**src/rtl/edge_detector_bank.sv**
```systemverilog
// Multi-channel synchronise / debounce / edge-detect bank with one-cycle strobes and sticky event flags.
// Define EDGE_DETECTOR_DEBOUNCE_EN to include the per-channel debounce counter; otherwise level follows the synchroniser.
module edge_detector_bank #(
   parameter int CHANNELS        = 4,
   parameter int SYNC_STAGES     = 2,
   parameter int DEBOUNCE_CYCLES = 16
) (
   input  logic                  clk,
   input  logic                  rst,
   input  logic [CHANNELS-1:0]   data,
   input  logic [2*CHANNELS-1:0] select_edge,
   input  logic [CHANNELS-1:0]   event_clear,
   output logic [CHANNELS-1:0]   level,
   output logic [CHANNELS-1:0]   pulso,
   output logic [CHANNELS-1:0]   event_pending
);

   if (CHANNELS < 1 || SYNC_STAGES < 2 || DEBOUNCE_CYCLES < 1) begin : g_param_check
      $error("edge_detector_bank: illegal parameter combination");
   end

   // Strobe value for a level change from old_level to new_level under the channel mode.
   function automatic logic edge_strobe(input logic [1:0] mode, input logic new_level,
                                        input logic old_level);
      case (mode)
         2'b00:   return new_level & ~old_level;
         2'b01:   return ~new_level & old_level;
         2'b10:   return new_level ^ old_level;
         default: return 1'b0;
      endcase
   endfunction

   for (genvar i = 0; i < CHANNELS; i++) begin : g_ch
      logic [SYNC_STAGES-1:0] sync;
      logic                   s;
      logic                   load;
      logic                   level_r;
      logic                   pulso_r;
      logic                   pending_r;
      logic                   strobe;

      assign s = sync[SYNC_STAGES-1];

      always_ff @(posedge clk) begin
         if (rst) begin
            sync <= '0;
         end else begin
            sync <= {sync[SYNC_STAGES-2:0], data[i]};
         end
      end

`ifdef EDGE_DETECTOR_DEBOUNCE_EN
      localparam int CNT_W = $clog2(DEBOUNCE_CYCLES) + 1;
      logic [CNT_W-1:0] cnt;

      // Any cycle where s agrees with the accepted level restarts the persistence count.
      assign load = (s != level_r) && (cnt == CNT_W'(DEBOUNCE_CYCLES - 1));

      always_ff @(posedge clk) begin
         if (rst) begin
            cnt <= '0;
         end else if (s == level_r || load) begin
            cnt <= '0;
         end else begin
            cnt <= cnt + CNT_W'(1);
         end
      end
`else
      assign load = (s != level_r);
`endif

      assign strobe = load & edge_strobe(select_edge[2*i +: 2], s, level_r);

      always_ff @(posedge clk) begin
         if (rst) begin
            level_r   <= 1'b0;
            pulso_r   <= 1'b0;
            pending_r <= 1'b0;
         end else begin
            if (load) begin
               level_r <= s;
            end
            pulso_r   <= strobe;
            pending_r <= strobe | (pending_r & ~event_clear[i]);
         end
      end

      assign level[i]         = level_r;
      assign pulso[i]         = pulso_r;
      assign event_pending[i] = pending_r;
   end

endmodule
```
**config.mk**
```make
export PLATFORM = sky130hd
export DESIGN_NAME = edge_detector_bank
export DESIGN_NICKNAME = d
export VERILOG_FILES = /design/src/rtl/edge_detector_bank.sv
export SDC_FILE = /design/constraint.sdc
export NUM_CORES = 1
export LEC_CHECK = 0
export CAP_MARGIN = 25
export CORE_AREA = 2 2 42 44
export DETAILED_ROUTE_END_ITERATION = 10
export DIE_AREA = 0 0 44 46
export DONT_BUFFER_PORTS = 1
export GPL_ROUTABILITY_DRIVEN = 0
export PLACE_DENSITY = 0.81
export SYNTH_ARGS = -nofsm -noshare
export SYNTH_HDL_FRONTEND = slang
export SYNTH_SLANG_ARGS = --single-unit
```
**constraint.sdc**
```tcl
create_clock -name clk -period 2.91 [get_ports clk]
set_clock_uncertainty 0.1 [all_clocks]
set_input_delay 0.582 -clock clk [delete_from_list [all_inputs] [get_ports clk]]
set_output_delay 0.582 -clock clk [all_outputs]
set_load 0.01 [all_outputs]
```
Yosys cells after proc, flatten, opt, wreduce, memory -nomap -nowiden

Index checks and enable logic that the tools add are counted.

Equal/unequal tests: 12
Muxes and demuxes: 4
Bitwise logic cells: 36
Reductions and logical operators: 4

Operator list:

| kind                 | count |
|---|---|
| $and A1 B1 Y1        | 16 |
| $not A1 Y1           | 12 |
| $pmux W1 S3          | 4 |
| $eq A2 B1 Y1 const B | 4 |
| $eq A2 B2 Y1 const B | 4 |
| $logic_not A2 Y1     | 4 |
| $ne A1 B1 Y1         | 4 |
| $or A1 B1 Y1         | 4 |
| $xor A1 B1 Y1        | 4 |

Register bits after elaboration: 20
Input bits: 18
Output and inout bits: 12
Word-level logic and storage cells: 72

Depth between registers and ports, before layout

Depth after elaboration: 5
Mapped depth: 5
Gate-level depth less buffers: 5

Worst setup path before layout

No wires, ideal clock.

Kind: input port to flip-flop
Start point: input port select_edge[1]
End point: register g_ch[0].pending_r
Library setup time: 0.058 ns
Arrival time: 1.171 ns
Data required time: 2.752 ns
Setup slack: 1.581 ns
Stages on the path: 3
Path buffers: 0
Cells stage by stage: nand2b_4 > a2111oi_2 > a21o_1

Word-level cells in the longest chain between the ends: 4
Elaborated cells between the ends (all ways): 6
Classes of those cells: 2 x eq/ne; 1 x mux; 2 x bitwise; 1 x reduce/logical

RTL lines:

| element                                    | line | text |
|---|---|---|
| start: declaration                         | 11   | `input logic [2*CHANNELS-1:0] select_edge,` |
| $eq A2 B2 Y1, or another cell as far along | 25   | `case (mode)` |
| $pmux W1 S3 *                              | 25   |  |
| $and A1 B1 Y1 *                            | 72   | `assign strobe = load & edge_strobe(select_edge[2*i +: 2], s, level_r);` |
| $or A1 B1 Y1 *                             | 84   | `pending_r <= strobe \| (pending_r & ~event_clear[i]);` |
| end signal: assignment                     | 84   |  |
| end: declaration                           | 39   | `logic pending_r;` |

Mark *: on every way between the ends. The rest lies on a longest branch, timed or not.
A chain may end at the register's enable or synchronous reset.

Worst setup path in the final report

Start point: register g_ch[0].level_r
End point: output port level[0]

RTL lines:

| element                  | line | text |
|---|---|---|
| start: declaration       | 37   | `logic level_r;` |
| start signal: assignment | 81   | `level_r <= s;` |
| end: declaration         | 13   | `output logic [CHANNELS-1:0] level,` |

No word-level cell between the ends.

==> results.md <==
* PostCTS Resize Cnt at 0
* Lkg Pwr at 0.382 nW
* First-pass GRT wire length at 1660 um
* RSZ-0062 raised after global routing: no
* Wire per inst at 11.4 um
* Final min period at 1.40 ns
* Fmax at 713 MHz
* Final WL at 1050 um
* Hold Vio Cnt, Final at 0
* CTS tree: built
* Vias in the first global route at 432
* P&R area growth vs syn at -6.02%
* Die H at 46 um
* Final Max Slew Viols at 0
* DR vias/cell at 5.12
* Synth Cell Area at 915 um2
* Leading cell types in the layout, fill and taps excluded: dfxtp_1 (20), inv_1 (8), nor2b_1 (8), nor2_1 (8), ha_1 (8)
* Cell count after synthesis at 86
* Final non-filler cell total at 92
* DRC Markers at 0
* Post-synthesis register bit count at 20
* CTS buffer count at 3
* Clock sinks at 20
* Critical path launch point type: register
* Reg2reg end: g_ch[3].pending_r
* TritonRoute pass-1 iters at 1
* Design Area, Final at 860 um2
* Post-CTS setup buffer count at 0
* Hold Crit Class: primary input to register
* Setup Viol. Count Final at 0
* Post-Syn Nets at 112
* Overall Power at 429 uW
* CP arrival at 0.72 ns
* Distinct cells, synth at 13
* Mean Syn Cell Area at 10.6 um2
* Status: finished clean
* Worst-Margin Slew at 0.326 ns
* Max FO, Critical Path at 4
* # nets final at 103
* Critical Path Stages at 0
* Final setup margin at 1.51 ns
* Rel. slew slack at 78.2%
* Pre-CTS WS at 1.51 ns
* Period utilization at 48.2%
* Layout Utilization at 53.3%
* Critical Path RT at 2.23 ns
* Largest net degree at the start of global routing at 21
* Maximum level of the CTS H-tree at 1
* Total GRT Usage at 11.3%
* Internal reg-to-reg setup slack at 1.51 ns
* Cells on Worst Hold Path at 1
* Power density cells at 500 mW/mm2
* Via count at 471
* Starting Density at 56.7%
* WHS at 0.256 ns
* Die area at 0.00202 mm2
* I/O pins at 30
* Max-cap violations at 0
* Ant diodes at 0
* Placed cell areas at 837 um2
* Hold endpoint: g_ch[2].sync[1]
* Clock Pin Slew Worst Setup and Hold Paths at 0.10 ns
* Worst vdd ir at 0.326 mV
* Die X at 44 um
* # placed instances at 89
* Root buffer cell: clkbuf_4
* Cts hold-fix bufs at 0
* Initial antenna violation count at 0
* Clock buffer depth at 2
* Most common cell after layout, fill and taps aside: dfxtp_1
* Critical R2R Launch: g_ch[3].level_r
* Standard-cell rows at 15
* Worst-skew pair later-pin latency at 0.28 ns
* Sequential share of the synthesized area at 43.8%
* Ys Warns at 0
* HPWL after detailed placement at 830 um
* Detailed Route Iter0 Violations at 0
* Reg2Reg Depth at 4
* Crit Path Class: register to output port
* Setup TNS at 0 ns
* Worst Hold Launch: rst
* Final ANT Viol Nets at 0
* Setup crit end kind: output port
* Remaining global-route overflow at 0
* Layout cells sized above 1 at 14.7%
* Core Footprint at 0.00161 mm2
* Number of buffers added on ports at 0
[area by class of cell]
class	instances	area (um2)
fill	160	754
inverter	8	30.0
multi-input combinational	44	385
sequential	20	400
clock buffer	3	22.5
tap	17	21.3
[state kept, by name (all words and copies together), names as in the netlist]
register,flops
g_ch.sync,8
g_ch.level_r,4
g_ch.pending_r,4
g_ch.pulso_r,4
[logic make-up after synthesis]
kind of cell / share of synthesized area, %
compound gates: 9.85
fa+ha+maj: 10.9
buf+inv: 14.1
flops: 43.8
mux: 4.38
simple gates: 17.0
[how the worst max path moves through the flow]
stage                    start                end
2_1_floorplan   select_edge[1]  g_ch[0].pending_r
3_3_place_gp    select_edge[5]  g_ch[2].pending_r
3_5_place_dp   g_ch[3].level_r  g_ch[3].pending_r
4_1_cts        g_ch[3].level_r  g_ch[3].pending_r
5_1_grt        g_ch[1].level_r  g_ch[1].pending_r
6_report       g_ch[0].level_r           level[0]
[power by group]
part           internal [mW]  switching [mW]
sequential             0.282         0.00605
combinational         0.0139         0.00846
clock                 0.0479          0.0710
[layer usage]
metal / GRT usage [%] / wire length [um]
met1: 12.6 / 423
met4: 7.27 / 12
met3: 3.17 / 74
met2: 18.8 / 534
met5: 0 / 0
[cell usage after synthesis]
cell type  instances  area (um2)
a2111oi_2          4        60.1
a21o_1             4        30.0
buf_2              1        5.00
buf_4             12        90.1
clkbuf_1           1        3.75
dfxtp_1           20         400
ha_1               8         100
inv_1              8        30.0
mux2i_1            4        40.0
nand2b_4           4        55.1
nor2_1             8        30.0
nor2b_1            8        50.1
nor3_1             4        20.0
Power figures use the tool's default switching activity.
